[src/rtl/alu8_nibble_sequencer.sv]
// Sequences 8-bit ADD/SUB/logic/shift/rotate operations as two passes (low nibble,
// then high nibble) through an external combinational 4-bit ALU.
module alu8_nibble_sequencer (
    input  logic       clk,
    input  logic       rst_n,
    input  logic       start_valid,
    output logic       start_ready,
    input  logic [2:0] op,
    input  logic [7:0] a,
    input  logic [7:0] b,
    input  logic       cin,
    output logic       res_valid,
    input  logic       res_ready,
    output logic [7:0] result,
    output logic       flag,
    output logic       zero,
    output logic [3:0] alu_a,
    output logic [3:0] alu_b,
    output logic       alu_cin,
    output logic [2:0] alu_control,
    input  logic [3:0] alu_out,
    input  logic       alu_cout
);

    // state | meaning
    // IDLE  | waiting for a request, start_ready high
    // LO    | low-nibble pass, capture result[3:0] and carry/borrow
    // HI    | high-nibble pass with chained carry, capture result[7:4]
    // DONE  | result held with res_valid until res_ready
    typedef enum logic [1:0] {IDLE, LO, HI, DONE} state_t;

    localparam logic [2:0] OP_ADD = 3'b000;
    localparam logic [2:0] OP_SUB = 3'b001;
    localparam logic [2:0] OP_SHL = 3'b100;
    localparam logic [2:0] OP_SHR = 3'b101;
    localparam logic [2:0] OP_ROL = 3'b110;
    localparam logic [2:0] OP_ROR = 3'b111;

    state_t     state_q, state_d;
    logic [2:0] op_q, op_d;
    logic [7:0] a_q, a_d;
    logic [7:0] b_q, b_d;
    logic       cin_q, cin_d;
    logic       chain_q, chain_d;
    logic [7:0] result_q, result_d;
    logic       flag_q, flag_d;
    logic       zero_q, zero_d;
    logic       is_arith;
    logic [3:0] nib;

    assign is_arith = (op_q == OP_ADD) || (op_q == OP_SUB);

    always_comb begin
        state_d     = state_q;
        op_d        = op_q;
        a_d         = a_q;
        b_d         = b_q;
        cin_d       = cin_q;
        chain_d     = chain_q;
        result_d    = result_q;
        flag_d      = flag_q;
        zero_d      = zero_q;
        alu_a       = 4'h0;
        alu_b       = 4'h0;
        alu_cin     = 1'b0;
        alu_control = 3'b000;
        nib         = alu_out;
        case (state_q)
            IDLE: begin
                if (start_valid) begin
                    op_d    = op;
                    a_d     = a;
                    b_d     = b;
                    cin_d   = cin;
                    state_d = LO;
                end
            end
            LO: begin
                alu_a       = a_q[3:0];
                alu_b       = b_q[3:0];
                alu_control = op_q;
                alu_cin     = is_arith & cin_q;
                // The ALU only shifts within a nibble; fix up the bits that cross nibbles.
                case (op_q)
                    OP_SHL:  nib[0] = 1'b0;
                    OP_ROL:  nib[0] = a_q[7];
                    OP_SHR:  nib[3] = a_q[4];
                    OP_ROR:  nib[3] = a_q[4];
                    default: nib = alu_out;
                endcase
                result_d = {result_q[7:4], nib};
                chain_d  = alu_cout;
                state_d  = HI;
            end
            HI: begin
                alu_a       = a_q[7:4];
                alu_b       = b_q[7:4];
                alu_control = op_q;
                alu_cin     = is_arith & chain_q;
                case (op_q)
                    OP_SHL:  nib[0] = a_q[3];
                    OP_ROL:  nib[0] = a_q[3];
                    OP_SHR:  nib[3] = 1'b0;
                    OP_ROR:  nib[3] = a_q[0];
                    default: nib = alu_out;
                endcase
                case (op_q)
                    OP_ADD, OP_SUB: flag_d = alu_cout;
                    OP_SHL:         flag_d = a_q[7];
                    OP_SHR:         flag_d = a_q[0];
                    default:        flag_d = 1'b0;
                endcase
                result_d = {nib, result_q[3:0]};
                zero_d   = ({nib, result_q[3:0]} == 8'h00);
                state_d  = DONE;
            end
            DONE: begin
                if (res_ready) state_d = IDLE;
            end
            default: state_d = IDLE;
        endcase
    end

    always_ff @(posedge clk) begin
        if (!rst_n) begin
            state_q  <= IDLE;
            op_q     <= 3'b000;
            a_q      <= 8'h00;
            b_q      <= 8'h00;
            cin_q    <= 1'b0;
            chain_q  <= 1'b0;
            result_q <= 8'h00;
            flag_q   <= 1'b0;
            zero_q   <= 1'b0;
        end else begin
            state_q  <= state_d;
            op_q     <= op_d;
            a_q      <= a_d;
            b_q      <= b_d;
            cin_q    <= cin_d;
            chain_q  <= chain_d;
            result_q <= result_d;
            flag_q   <= flag_d;
            zero_q   <= zero_d;
        end
    end

    assign start_ready = (state_q == IDLE) && rst_n;
    assign res_valid   = (state_q == DONE);
    assign result      = result_q;
    assign flag        = flag_q;
    assign zero        = zero_q;

endmodule

[config.mk]
export PLATFORM = sky130hd
export DESIGN_NAME = alu8_nibble_sequencer
export DESIGN_NICKNAME = d
export VERILOG_FILES = /design/src/rtl/alu8_nibble_sequencer.sv
export SDC_FILE = /design/constraint.sdc
export NUM_CORES = 1
export LEC_CHECK = 0
export BUFFER_PORTS_ARGS = -buffer_cell sky130_fd_sc_hd__buf_4
export CAP_MARGIN = 25
export CORE_ASPECT_RATIO = 0.75
export CORE_MARGIN = 3
export CORE_UTILIZATION = 45
export DETAILED_ROUTE_END_ITERATION = 10
export PLACE_DENSITY = 0.75
export SLEW_MARGIN = 15
export SYNTH_ARGS = -nofsm -noshare
export SYNTH_HDL_FRONTEND = slang
export SYNTH_SLANG_ARGS = --single-unit
[constraint.sdc]
create_clock -name clk -period 3.05 [get_ports clk]
set_input_delay 0 -clock clk [delete_from_list [all_inputs] [get_ports clk]]
set_output_delay 0 -clock clk [all_outputs]
set_load 0.01 [all_outputs]
==> impl_metrics.toml, run 1 <==
[final_layout]
final_layout_size_suffix_gt1_frac = 0.2296
final_util = 0.7316
nets = 292
syn_to_final_growth_pct = 49.75
multiInputGateArea_um2 = 758.2
register_area_um2 = 660.6
diodes = 0
fill_cells = 262

[logic_synthesis]
synth_top_area_cell = "dfxtp_1"
avgSynthCellArea_um2 = 8.089
synth.distinct_cells = 28
synthCells = 185
ys_seq_area_frac = 0.4415
synth.area.top_cells = "dfxtp_1 44%, nand2_1 11%, a21oi_1 7.4%, mux2i_1 5.4%, a22oi_1 5.0%"
ys_warn_count = 0
synth_nets = 220
synth-seq-cells = 33
netlist_area_um2 = 1496
synth_top_area_frac = 0.4415

[routing]
antenna_left = 0
vias = 1518
drtPass1Iterations = 4
finalWirelength_um = 4098
first_iter_violations = 81
drc = 0
post_drt_via_cell_ratio = 5.146
wl_per_cell_um = 13.89

[timing]
final_max_slew_viol_count = 0
worst_pin_slew_ns = 0.7688
hold_viol = 0
max_freq_mhz = 472.0
min_period_ns = 2.119
fin_crit_sh = 0.6947
setup_viol = 0
tns_ns = 0
slew_headroom = 0.4875
skew_ns = 0.005369
rsz0062_at_grt = "no"

[floorplanning]
dieArea_um2 = 4060
rows = 17
core_area_um2 = 3063
fp.dieH_um = 55.94
ioPinCount = 53
die_w_um = 72.59
start_util = 0.4886

[clock_tree]
cts_max_level = 2
clkTransAtPathRegs_ns = 0.07
clock_sinks = 33
clock_latency_ns = 0.29
cts_buffers = 5
cts_max_path_buffers = 2
cts_tree = "yes"
cts-root-buf = "clkbuf_8"
post_cts_buffers = 0

[global_route]
grt_pass1_wl_um = 6782
top_usage_layer = "met2"
grt_overflow_total = 0
grt_max_degree = 34
grt_pass1_vias = 1472
track_usage = 0.2123
grtUsageMet3 = 0.05596
grt_util_met2 = 0.3638
antenna_found_initial = 0
grtUsageMet1 = 0.2542

[worst_hold_path]
holdCritPathClass = "input pin to register"
min_path_cells = 4

[outcome]
status = "complete, no violations"

[placed_design]
place_congestion = 0.8133
dpl.hpwl_um = 2611
numPortBuffers = 52

[power]
peakVddDrop_mv = 0.3286
p_per_area_nw_per_um2 = 697.9
leakagePower_nw = 0.9626

[critical_path]
cp_max_fo = 20
crit_arrival_ns = 2.12
required_ns = 3.05
crit_path_end_kind = "output port"
rr_worst_depth = 6
reg2reg_slack_ns = 1.18
crit_type = "register to output port"
cp-start-kind = "register"

[job]
cap_viol_max_count = 0
worst max-delay path: stages, from the launching register on:
cell and delay, ns:
dfxtp_1 0.35, inv_1 0.14, ha_1 0.68, mux2i_1 0.16, nor4b_1 0.31, buf_4 0.18
where the power goes:
group	internal (mW)	leakage (nW)	switching [mW]
Clock	0.179	0.0443	0.155
Sequential	0.520	0.270	0.0717
Combinational	0.287	0.648	0.351
Total	0.986	0.963	0.578
sequential cells by signal, indices dropped and copies added, names as in the netlist:
| name | cells |
|---|---|
| cin_q | 1 |
| a_q | 8 |
| zero | 1 |
| flag | 1 |
| b_q | 8 |
| chain_q | 1 |
| op_q | 3 |
| state_q | 2 |
| result | 8 |
placed cells by master, fill, tap and decap left out, drive strengths merged, types with 3 or more instances in the layout:
cell type,n
a22oi,10
a21oi,22
dlygate4sd3,24
ha,6
clkbuf,7
dfxtp,33
nand2,43
and2,5
a211oi,3
nor2,12
inv,8
mux2i,8
nor2b,8
buf,53
per-stage QoR:
step           setup WS [ns]  power, mW  area, um2  instances  hold slack [ns]
2_1_floorplan          1.681     0.9952       1496        185           0.1217
3_3_place_gp           1.288      1.172       1887        263           0.2259
3_5_place_dp           1.199      1.201       1887        263           0.2429
4_1_cts               0.9519      1.554       2213        294          0.06389
5_1_grt               0.7001      1.664       2241        295           0.1196
6_report              0.9312      1.564       2241        295          0.08150
cell usage after synthesis:
cell       count
nor4b_1        2
buf_2          1
nand4_1        1
and2_1         5
o21ai_0        1
nor3_1         1
a211oi_1       3
a22o_1         1
nor4_1         1
a2111oi_1      1
inv_1          8
nor2b_1        8
dfxtp_1       33
mux2i_1        8
clkbuf_1       7
nand2b_1       2
a21oi_1       22
a22oi_1       10
a41oi_1        1
a21boi_0       1
nand3b_1       1
o22ai_1        1
clkbuf_2       1
and3_1         1
nor2_1        12
ha_1           6
nand2_1       43
buf_1          3
area by class of cell:
class                   instances  area share
repair buffers                 77      0.2937
well taps                      38     0.02122
inverters                       8     0.01340
flip-flops and latches         33      0.2948
multi-input cells             132      0.3384
clock buffers                   7     0.03853
cell families after synthesis:
logic type | after synthesis | synth area share
fa+ha+maj | 6 | 0.05017
simple gates | 77 | 0.2333
compound gates | 41 | 0.1697
buf+inv | 20 | 0.05184
flops | 33 | 0.4415
mux | 8 | 0.05351
repair_timing:
| action | in CTS | in global routing |
|---|---|---|
| hold endpoints to repair | 26 | 0 |
| gates resized for setup | 0 | 0 |
| hold buffers | 24 | 0 |
worst paths after layout:
| kind | from | endpoint |
|---|---|---|
| worst max-delay path | state_q[0] | alu_cin |
| worst min-delay path | alu_out[0] | zero |
| worst max register to register | state_q[0] | flag |
| worst min register to register | a_q[1] | a_q[1] |
routing by layer:
| layer | share of wire | wire [um] |
|---|---|---|
| met2 | 0.50 | 2066 |
| met5 | 0 | 0 |
| met3 | 0.067 | 273 |
| met1 | 0.42 | 1708 |
| met4 | 0.012 | 49 |
Note: power is estimated with default switching activity, not from simulation.
==> inputs of run 2 (changes only) <==
--- a/config.mk
+++ b/config.mk
@@ -9,9 +9,9 @@
 export CAP_MARGIN = 25
 export CORE_ASPECT_RATIO = 0.75
 export CORE_MARGIN = 3
-export CORE_UTILIZATION = 45
+export CORE_UTILIZATION = 44
 export DETAILED_ROUTE_END_ITERATION = 10
-export PLACE_DENSITY = 0.75
+export PLACE_DENSITY = 0.77
 export SLEW_MARGIN = 15
 export SYNTH_ARGS = -nofsm -noshare
 export SYNTH_HDL_FRONTEND = slang
==> constraint.sdc (replaced) <==
create_clock -name clk -period 1.7 [get_ports clk]
set_input_delay 0 -clock clk [delete_from_list [all_inputs] [get_ports clk]]
set_output_delay 0 -clock clk [all_outputs]
set_load 0.01 [all_outputs]
==> run 2 against run 1 <==
Net effect: sequential power increased by 79%; cell count increased by 2.0%; die area increased by 2.1%; utilization increased by 0.71 points; critical path type unchanged; critical endpoint is now alu_a[3]; highest routed layer unchanged.
==> impl_metrics.toml, run 2 (synthesis results as in run 1) <==
[floorplanning]
dieArea_um2 = 4144
die_w_um = 73.34
start_util = 0.4852
fp.dieH_um = 56.51
ioPinCount = 53
core_area_um2 = 3084
rows = 17

[critical_path]
crit_arrival_ns = 1.69
path_delay_family = "buffers and inverters"
crit_type = "register to output port"
required_ns = 1.70
crit_path_cell_trace = "inv_1, ha_2, buf_4, nor2b_1, buf_4"
critPathMostFrequentCell = "buf_4"
cp_max_fo = 7
crit_slowest_cell = "ha_2"
crit_path_end_kind = "output port"
cpPeakStageDelay_ns = 0.41
cp-start-kind = "register"
crit_buf_inv = 3

[placed_design]
dp_slack_ns = 0.09745
dp_cells = 269
numPortBuffers = 52
dpl.hpwl_um = 2830
place_congestion = 0.7663

[routing]
finalWirelength_um = 4166
wl_per_cell_um = 13.84
vias = 1532
first_iter_violations = 64
drc = 0
antenna_left = 0
post_drt_via_cell_ratio = 5.090
drtPass1Iterations = 4

[global_route]
antenna_found_initial = 0
grt_pass1_wl_um = 6941
grt_pass1_vias = 1479
track_usage = 0.2183
grt_overflow_total = 0
grt_max_degree = 21

[timing]
rsz0062_at_grt = "yes"
fin_hold_ws_ns = 0.06067
hold_viol = 0
skew_ns = 0.003407
fin_crit_sh = 0.9921
min_period_ns = 1.687
final_max_slew_viol_count = 0
slew_headroom = 0.7322
max_freq_mhz = 592.9
setup_viol = 0
setup_ws_ns = 0.01338
worst_pin_slew_ns = 0.4017

[clock_tree]
clkTransAtPathRegs_ns = 0.06
clock_latency_ns = 0.28
clock_sinks = 33
cts-root-buf = "clkbuf_8"
cts_max_path_buffers = 2
cts_buffers = 5
post_cts_buffers = 0
cts_max_level = 2
cts_tree = "yes"

[power]
p_per_area_nw_per_um2 = 1258
peakVddDrop_mv = 0.5762
leakagePower_nw = 0.9797

[final_layout]
final_common_cell = "buf_4"
nets = 297
final_layout_size_suffix_gt1_frac = 0.2586
instances_no_fill = 301
syn_to_final_growth_pct = 52.26
diodes = 0
final_cell_mix = "57 x buf_4, 43 x nand2_1, 32 x dfxtp_1"

[outcome]
status = "complete, no violations"

[job]
cap_viol_max_count = 0

[worst_hold_path]
holdCritPathClass = "input pin to register"
-- run 2: timing repair --
item	in CTS	in global routing
setup endpoints to repair	7	28
hold buffers	24	0
resized for setup	2	3
endpoints found under the hold margin	26	0
-- run 2: stage by stage --
step                      power [mW]  setup TNS [ns]  cell area [um2]    util
after floorplan                1.786               0             1496       -
after global placement         2.221               0             1944  0.6304
after detailed placement       2.243               0             1944  0.6304
after CTS                      2.865        -0.01884             2270  0.7359
after global routing           3.068         -0.3734             2278  0.7387
final                          2.867               0             2278  0.7387
-- run 2: area by class of cell --
type	instances	area, um2
Fill cell	238	805.8
Clock buffer	8	80.08
Multi-Input combinational cell	132	770.7
Inverter	8	30.03
Tap cell	38	47.55
Sequential cell	33	661.9
Timing Repair Buffer	82	688.2
-- run 2: power breakdown --
group	internal (mW)	switching (mW)	total [mW]	leakage, nW
Combinational	0.601	0.642	1.24	0.670
Sequential	0.936	0.125	1.06	0.270
Clock	0.291	0.273	0.563	0.0395
-- run 2: worst min-delay path, cell delays in order --
cell	delay, ns
buf_4	0.08
mux2i_1	0.08
nand4_1	0.08
nand2_1	0.05
-- run 2: worst paths after layout --
check / startpoint / end / cells past startpoint / slack [ns]
max: state_q[1] / alu_a[3] / 5 / 0.01
min: alu_out[0] / zero / 4 / 0.06
max reg2reg: state_q[1] / state_q[0] / 6 / 0.26
min reg2reg: b_q[0] / b_q[0] / 2 / 0.46
-- run 2: layer usage --
metal / track usage / vias to the layer above / part of all wire
met5: 0 / - / 0
met4: 0.07235 / 0 / 0.012
met3: 0.07156 / 6 / 0.056
met2: 0.3210 / 46 / 0.46
met1: 0.2990 / 708 / 0.47
li1: - / 772 / -
==> inputs of run 3 (changes only) <==
--- a/config.mk
+++ b/config.mk
@@ -11,7 +11,7 @@
 export CORE_MARGIN = 3
 export CORE_UTILIZATION = 44
 export DETAILED_ROUTE_END_ITERATION = 10
-export PLACE_DENSITY = 0.77
+export PLACE_DENSITY = 0.83
 export SLEW_MARGIN = 15
 export SYNTH_ARGS = -nofsm -noshare
 export SYNTH_HDL_FRONTEND = slang
==> run 3 against run 2 <==
Net effect: total power up 2.3%; flip-flop and latch count did not move; die area did not move; worst setup slack improved by 0.083 ns; largest cell class unchanged; highest routed layer unchanged.
==> impl_metrics.toml, run 3 (synthesis results as in run 1) <==
[global_route]
grt_pass1_vias = 1498
grt_pass1_wl_um = 6575
track_usage = 0.2026
antenna_found_initial = 0
grt_overflow_total = 0
grt_max_degree = 21

[timing]
fin_crit_sh = 0.9436
hold_viol = 0
min_period_ns = 1.604
worst_pin_slew_ns = 0.3836
final_max_slew_viol_count = 0
max_freq_mhz = 623.4
slew_headroom = 0.7443
setup_ws_ns = 0.09591
setup_viol = 0
skew_ns = 0.003058
rsz0062_at_grt = "no"
tns_ns = 0
fin_hold_ws_ns = 0.1014

[final_layout]
diodes = 0
syn_to_final_growth_pct = 52.93
instances_no_fill = 300
final_cell_mix = "58 x buf_4, 43 x nand2_1, 32 x dfxtp_1"
nets = 297
fill_cells = 214
final_common_cell = "buf_4"
stdcell_area_um2 = 2288
final_util = 0.7420
final_layout_size_suffix_gt1_frac = 0.2672

[worst_hold_path]
min_path_cells = 4
holdCritPathClass = "input pin to register"

[clock_tree]
cts_buffers = 5
clock_latency_ns = 0.28
cts_max_level = 2
cts-root-buf = "clkbuf_8"
clock_sinks = 33
cts_tree = "yes"
clkTransAtPathRegs_ns = 0.06
cts_max_path_buffers = 2

[routing]
finalWirelength_um = 4072
drtPass1Iterations = 4
first_iter_violations = 89
post_drt_via_cell_ratio = 5.180
drc = 0
antenna_left = 0
wl_per_cell_um = 13.57
vias = 1554

[critical_path]
rr_worst_depth = 6
crit_arrival_ns = 1.60
cp_max_fo = 11
crit_path_end_kind = "output port"
cp-start-kind = "register"
crit_type = "register to output port"
required_ns = 1.70

[floorplanning]
ioPinCount = 53
die_w_um = 73.34
fp.dieH_um = 56.51
start_util = 0.4852
core_area_um2 = 3084
rows = 17
dieArea_um2 = 4144

[placed_design]
dpl.hpwl_um = 2659
place_congestion = 0.7973
placed_area_um2 = 1932
dp_slack_ns = 0.09181
numPortBuffers = 52
dp_cells = 269

[power]
p_per_area_nw_per_um2 = 1281
power_frac_clock = 0.199
combPwrFrac = 0.438
p_int_mw = 1.874
leakagePower_nw = 0.9800
power_frac_seq = 0.362
switching_power_mw = 1.059
switching_share = 0.3611
peakVddDrop_mv = 0.7686
p_total_mw = 2.932

[job]
cap_viol_max_count = 0

[outcome]
status = "complete, no violations"
run 3: path summary, 6_finish.rpt:
kind	slack, ns	to	startpoint
setup reg to reg	0.28	state_q[0]	state_q[1]
hold reg to reg	0.46	b_q[4]	b_q[4]
setup / recovery	0.1	alu_b[1]	state_q[0]
hold / removal	0.10	zero	alu_out[0]
run 3: area by class of cell:
| type | instances | area [um2] | area share |
|---|---|---|---|
| Inverter | 8 | 30.03 | 0.01312 |
| Sequential cell | 33 | 661.9 | 0.2892 |
| Clock buffer | 7 | 86.33 | 0.03773 |
| Tap cell | 38 | 47.55 | 0.02078 |
| Timing Repair Buffer | 82 | 675.6 | 0.2952 |
| Multi-Input combinational cell | 132 | 787.0 | 0.3439 |
run 3: what timing repair did:
action | in CTS | in global routing
gates resized for setup | 2 | 6
buffers inserted | 0 | 0
cloned | 0 | 0
hold buffers | 24 | 0
endpoints found under the hold margin | 27 | 0
setup endpoints to repair | 3 | 29
run 3: power by group through the flow:
stage / clock network (mW) / registers [mW] / logic (mW)
2_1_floorplan: 0 / 1.06 / 0.726
3_3_place_gp: 0 / 1.06 / 1.14
3_5_place_dp: 0 / 1.07 / 1.15
4_1_cts: 0.589 / 1.05 / 1.21
5_1_grt: 0.617 / 1.08 / 1.41
6_report: 0.584 / 1.06 / 1.29
run 3: worst max-delay path, stage by stage (launching register included):
cell and delay [ns]:
dfxtp_1 0.41, inv_2 0.11, ha_4 0.20, buf_4 0.18, a22oi_1 0.20, nor2b_1 0.08
buf_4 0.14
run 3: routing by layer:
layer	GRT usage	routed length [um]	up-vias
met5	0	0	-
met4	0.04651	33	0
met3	0.05367	328	4
met2	0.3363	1905	72
met1	0.2610	1804	700
li1	-	-	778
